$ cat config.mk
export PLATFORM = sky130hd
export DESIGN_NAME = llkid_key_loader
export DESIGN_NICKNAME = d
export VERILOG_FILES = /design/src/rtl/llkid_key_loader.sv
export SDC_FILE = /design/constraint.sdc
export NUM_CORES = 1
export LEC_CHECK = 0
export ABC_AREA = 1
export BUFFER_PORTS_ARGS = -buffer_cell sky130_fd_sc_hd__buf_4
export CORE_MARGIN = 2
export CORE_UTILIZATION = 47
export DETAILED_ROUTE_END_ITERATION = 10
export PLACE_DENSITY = 0.77
export SYNTH_ARGS = -nofsm -noshare
export SYNTH_HDL_FRONTEND = slang
export SYNTH_SLANG_ARGS = --single-unit
$ cat constraint.sdc
create_clock -name clk -period 1.92 [get_ports clk]
set_clock_uncertainty 0.15 [all_clocks]
set_input_delay 0.288 -clock clk [delete_from_list [all_inputs] [get_ports clk]]
set_output_delay 0.288 -clock clk [all_outputs]
set_load 0.02 [all_outputs]
$ cat src/rtl/llkid_key_loader.sv
// LLKI discrete key interface initiator: streams key words into a mock-TSS core,
// requests key clears, and returns one status response per command.
//
//   state          | meaning
//   IDLE           | ready for a command
//   LOAD           | fetching upstream words and presenting them to the target
//   WAIT_COMPLETE  | all words sent, waiting for llkid_key_complete
//   CLEAR_REQ      | llkid_clear_key held high until acknowledged
//   RESP           | status response held until rsp_ready
module llkid_key_loader #(
  parameter int MAX_KEY_WORDS  = 8,
  parameter int TIMEOUT_CYCLES = 1024
) (
  input  logic        clk,
  input  logic        rst,
  input  logic        cmd_valid,
  output logic        cmd_ready,
  input  logic        cmd_op,
  input  logic [7:0]  cmd_num_words,
  input  logic        key_word_valid,
  input  logic [63:0] key_word_data,
  output logic        key_word_ready,
  output logic        rsp_valid,
  output logic [1:0]  rsp_status,
  input  logic        rsp_ready,
  output logic [63:0] llkid_key_data,
  output logic        llkid_key_valid,
  input  logic        llkid_key_ready,
  input  logic        llkid_key_complete,
  output logic        llkid_clear_key,
  input  logic        llkid_clear_key_ack
);

  localparam logic [2:0] S_IDLE  = 3'd0;
  localparam logic [2:0] S_LOAD  = 3'd1;
  localparam logic [2:0] S_WAIT  = 3'd2;
  localparam logic [2:0] S_CLEAR = 3'd3;
  localparam logic [2:0] S_RESP  = 3'd4;

  localparam logic [1:0] ST_OK      = 2'b00;
  localparam logic [1:0] ST_TIMEOUT = 2'b01;
  localparam logic [1:0] ST_BAD_LEN = 2'b10;
  localparam logic [1:0] ST_PROTO   = 2'b11;

  localparam int TW = $clog2(TIMEOUT_CYCLES + 1);
  localparam logic [TW-1:0] TMO_LAST = TW'(TIMEOUT_CYCLES - 1);

  logic [2:0]    state;
  logic [7:0]    num_words;
  logic [7:0]    fetched;
  logic [7:0]    sent;
  logic [TW-1:0] tmo_cnt;

  logic up_acc;
  logic tgt_acc;
  logic last_acc;
  logic stall;
  logic tmo_hit;
  logic bad_len;

  assign cmd_ready      = (state == S_IDLE) && !rst;
  assign rsp_valid      = (state == S_RESP);
  assign key_word_ready = (state == S_LOAD) && (fetched < num_words) &&
                          (!llkid_key_valid || llkid_key_ready);

  assign up_acc   = key_word_valid && key_word_ready;
  assign tgt_acc  = (state == S_LOAD) && llkid_key_valid && llkid_key_ready;
  assign last_acc = tgt_acc && ((sent + 8'd1) == num_words);
  assign bad_len  = (cmd_num_words == 8'd0) || (cmd_num_words > 8'(MAX_KEY_WORDS));

  // Only target-side stalls count; upstream starvation never times out.
  always_comb begin
    stall = 1'b0;
    case (state)
      S_LOAD:  stall = llkid_key_valid && !llkid_key_ready;
      S_WAIT:  stall = !llkid_key_complete;
      S_CLEAR: stall = !llkid_clear_key_ack;
      default: stall = 1'b0;
    endcase
  end

  assign tmo_hit = stall && (tmo_cnt == TMO_LAST);

  always_ff @(posedge clk) begin
    if (rst) begin
      state           <= S_IDLE;
      num_words       <= 8'd0;
      fetched         <= 8'd0;
      sent            <= 8'd0;
      tmo_cnt         <= '0;
      rsp_status      <= ST_OK;
      llkid_key_data  <= 64'd0;
      llkid_key_valid <= 1'b0;
      llkid_clear_key <= 1'b0;
    end else begin
      case (state)
        S_IDLE: begin
          if (cmd_valid) begin
            fetched <= 8'd0;
            sent    <= 8'd0;
            tmo_cnt <= '0;
            if (cmd_op) begin
              llkid_clear_key <= 1'b1;
              state           <= S_CLEAR;
            end else if (bad_len) begin
              rsp_status <= ST_BAD_LEN;
              state      <= S_RESP;
            end else if (llkid_key_complete) begin
              rsp_status <= ST_PROTO;
              state      <= S_RESP;
            end else begin
              num_words <= cmd_num_words;
              state     <= S_LOAD;
            end
          end
        end

        S_LOAD: begin
          if (up_acc) begin
            llkid_key_data  <= key_word_data;
            llkid_key_valid <= 1'b1;
            fetched         <= fetched + 8'd1;
          end else if (tgt_acc) begin
            llkid_key_valid <= 1'b0;
          end

          if (tgt_acc) begin
            sent    <= sent + 8'd1;
            tmo_cnt <= '0;
          end else if (stall) begin
            tmo_cnt <= tmo_cnt + TW'(1);
          end

          // Last acceptance beats a simultaneous complete; a word accepted on the
          // threshold cycle is not a stall, so it can never time out.
          if (last_acc) begin
            llkid_key_valid <= 1'b0;
            tmo_cnt         <= '0;
            state           <= S_WAIT;
          end else if (llkid_key_complete) begin
            llkid_key_valid <= 1'b0;
            rsp_status      <= ST_PROTO;
            state           <= S_RESP;
          end else if (tmo_hit) begin
            llkid_key_valid <= 1'b0;
            rsp_status      <= ST_TIMEOUT;
            state           <= S_RESP;
          end
        end

        S_WAIT: begin
          if (llkid_key_complete) begin
            rsp_status <= ST_OK;
            state      <= S_RESP;
          end else if (tmo_hit) begin
            rsp_status <= ST_TIMEOUT;
            state      <= S_RESP;
          end else begin
            tmo_cnt <= tmo_cnt + TW'(1);
          end
        end

        S_CLEAR: begin
          if (llkid_clear_key_ack) begin
            llkid_clear_key <= 1'b0;
            rsp_status      <= ST_OK;
            state           <= S_RESP;
          end else if (tmo_hit) begin
            llkid_clear_key <= 1'b0;
            rsp_status      <= ST_TIMEOUT;
            state           <= S_RESP;
          end else begin
            tmo_cnt <= tmo_cnt + TW'(1);
          end
        end

        S_RESP: begin
          if (rsp_ready) begin
            rsp_status <= ST_OK;
            state      <= S_IDLE;
          end
        end

        default: state <= S_IDLE;
      endcase
    end
  end

endmodule
==> impl_metrics.json <==
{
  "outcome": "finished, violations left",
  "failed_checks": "negative hold slack, negative setup slack",
  "synthXorXnorAreaFrac_pct": 2.033,
  "yosys.area_share.adder_pct": 2.420,
  "drt_first_pass_iters": 6,
  "final_cells": 1198,
  "ys_warn_count": 0,
  "vias": 7135,
  "antenna_found_initial": 1,
  "vdd_drop_max_uv": 662.6,
  "maxCapViolCount": 0,
  "grt_pass1_wl_mm": 26.12,
  "dp.cells": 1080,
  "die_w_um": 108.9,
  "reg2reg_from": "num_words[3]",
  "clock-sinks": 106,
  "rsz0062_at_grt": "true",
  "synth.distinct_cells": 46,
  "core_area_mm2": 0.01079,
  "crit_arrival_ns": 1.90,
  "area_growth_pct": 78.24,
  "die_h_um": 108.9,
  "avgSynthCellArea_um2": 7.082,
  "gp_congestion": 0.8899,
  "synth_edf_count": 0,
  "crit_path_end_kind": "output port",
  "viasPerCell": 5.956,
  "synth-compound-area-share_pct": 14.88,
  "max_freq_mhz": 427.6,
  "critPathKind": "reg2out",
  "synth_cells": 730,
  "period_needed_ns": 2.338,
  "die-area_mm2": 0.01185,
  "wl_mm": 24.85,
  "required_ns": 1.48,
  "clk_latency_ns": 0.42,
  "cp-start-kind": "flop",
  "synth_top_area_share_pct": 41.05,
  "ant_nets": 0,
  "synth_area_mm2": 0.005170,
  "drive_gt1_share_pct": 48.53,
  "clk_path_buf_depth": 2,
  "drt_iter0_drc": 835,
  "fillers": 464,
  "hold_violations": 1,
  "worst_pin_slew_ns": 0.5302,
  "relSlewSlack_pct": 64.66,
  "ys.flop_type": "dfxtp_1",
  "rows": 38,
  "hold_class": "in2reg",
  "place_hpwl_mm": 10.58,
  "synthArstFlopShare_pct": 0,
  "design_area_mm2": 0.009215,
  "multiInputGateArea_mm2": 0.003446,
  "powerDensity_mw_per_mm2": 626.0,
  "layout.nets": 1145,
  "grt_overflow": 0,
  "reg2reg_depth": 13,
  "cts_root_buffer": "clkbuf_8",
  "critPathMaxFanout": 2,
  "htreeDepth": 3,
  "numCtsBuffers": 9,
  "tns_ns": -28.98,
  "grt_usage_pct": 28.15,
  "synth_mux_area_share_pct": 0,
  "drv_slew": 0,
  "synth_top_family_by_area": "simple AND/OR/NAND/NOR gates",
  "cts_tree": "built",
  "port_buffers": 151,
  "synth_area_leaders": "dfxtp_1 41%, nor2_1 13%, nand2_1 6.9%",
  "ys_seq_area_share_pct": 41.05,
  "wl_per_cell_um": 20.74,
  "hold_end": "llkid_key_data[17]",
  "synth_top_cell_by_area": "dfxtp_1",
  "synth_simple_gate_area_share_pct": 31.87,
  "fin_total_pwr_uw": 5769,
  "finalSetupViolCount": 104,
  "rrSetupSlack_ns": -0.41,
  "path_clk_slew_ns": 0.10,
  "register_area_mm2": 0.002150,
  "holdWs_ns": -0.02185,
  "io_pins": 152,
  "drc": 0,
  "r2r-end": "llkid_key_data[41]",
  "period_share_pct": 121.8,
  "first_global_vias": 5566,
  "hold_depth": 3,
  "hold_start": "key_word_data[17]",
  "cellLeakagePower_uw": 0.004071,
  "synth-seq-cells": 106,
  "start_util_pct": 47.90,
  "placed_cell_area_mm2": 0.007069,
  "grt_max_degree": 42,
  "synth_nets": 821,
  "finalWorstSetupSlack_ns": -0.4184
}
## synthesized netlist by cell type (3+ instances only)
library cell / n
a21oi_1: 26
a21oi_2: 9
buf_4: 7
clkbuf_1: 17
dfxtp_1: 106
ha_1: 10
inv_1: 61
inv_2: 6
nand2_1: 95
nand2_2: 14
nand3_1: 61
nand3b_1: 3
nor2_1: 176
nor2_2: 4
nor2_4: 3
nor3_1: 5
o211ai_1: 5
o21ai_0: 71
o21ai_1: 8
xnor2_1: 3
xor2_1: 9
## worst max-delay path, cell delays in order (launching register included)
cell     delay [ns]
dfxtp_2        0.35
inv_2          0.05
ha_4           0.21
a21oi_1        0.19
o21ai_1        0.14
nand3_1        0.10
nand2_1        0.07
nand2_1        0.10
nand2_1        0.08
inv_1          0.08
buf_6          0.11
## registers in the layout (all words and copies together), names as in the netlist
register and count:
fetched 8, llkid_clear_key 1, llkid_key_data 64, llkid_key_valid 1
num_words 8, rsp_status 2, sent 8, state 3
tmo_cnt 11
## power breakdown
group / switching [uW] / total, uW / internal [uW]
combinational: 1140 / 2110 / 970
sequential: 79.2 / 2360 / 2280
clock: 836 / 1300 / 463
## per-stage QoR
stage / util [%] / hold slack [ns] / setup slack (ns)
floorplan: - / 0.2850 / -0.02146
global placement: 65.50 / 0.3128 / -0.1262
detailed placement: 65.50 / 0.3221 / -0.1703
CTS: 75.61 / 0.00007055 / -0.2142
global route: 85.38 / -0.02549 / -0.4969
finish: 85.38 / -0.02185 / -0.4184
## area by class of cell
class	instances	area share, %
Clock buffer	10	1.385
Clock inverter	4	0.3259
Timing Repair Buffer	340	32.74
Multi-Input combinational cell	529	37.39
Inverter	68	2.906
Sequential cell	106	23.33
Antenna cell	1	0.02716
Tap cell	140	1.901
## how the worst max path moves through the flow
stage	from	depth (start not counted)	endpoint	slack, ns
4_1_cts	num_words[1]	10	key_word_ready	-0.21
2_1_floorplan	tmo_cnt[0]	14	tmo_cnt[1]	-0.02
6_report	num_words[3]	10	key_word_ready	-0.42
3_3_place_gp	tmo_cnt[1]	14	tmo_cnt[1]	-0.13
5_1_grt	num_words[3]	10	key_word_ready	-0.50
3_5_place_dp	tmo_cnt[1]	14	state[2]	-0.17
## layout by cell type, fill, tap and decap left out, types with 2 or more instances in the layout
cell	n
buf_4	238
nor2_1	139
dfxtp_1	90
nand2_1	76
dlygate4sd3_1	64
inv_1	49
o21ai_2	48
nand3_1	43
o21ai_1	25
nor2_2	23
nor2_4	21
nand2_2	21
buf_6	21
a21oi_2	19
inv_2	15
a21oi_1	15
nand3_2	15
nand2_4	13
dfxtp_2	13
clkbuf_8	9
xor2_1	8
o21ai_0	7
buf_12	7
o211ai_1	5
ha_4	5
clkbuf_16	5
nand3_4	4
a21oi_4	4
nor3_1	4
ha_1	4
buf_8	4
nand3b_1	3
dfxtp_4	3
inv_4	2
nand4_1	2
nor3_2	2
nand3b_4	2
xnor2_1	2
or2_2	2
## metal layers
layer	up-vias	part of all wire [%]	GRT usage (%)
met5	-	0	0
met4	0	8.1	14.38
met3	216	9.6	6.276
met2	581	49	47.25
met1	3321	34	33.68
li1	3017	-	-
## what timing repair did
action                                  in CTS  in global routing
resized for setup                           63                243
pin swaps                                   39                 76
endpoints found under the hold margin       62                  2
hold buffers                                62                  2
setup buffers                                8                 22
gates cloned                                 3                  8
endpoints found under the setup margin      93                100
## cells by family after synthesis
kind of cell / after synthesis
AOI/OAI and AO/OA: 130
xor gates and xnor gates: 12
adders and majority gates: 10
buffers and inverters: 97
DFF: 106
and+or+nand+nor: 375
No activity file was read; power rests on OpenSTA's default activity.
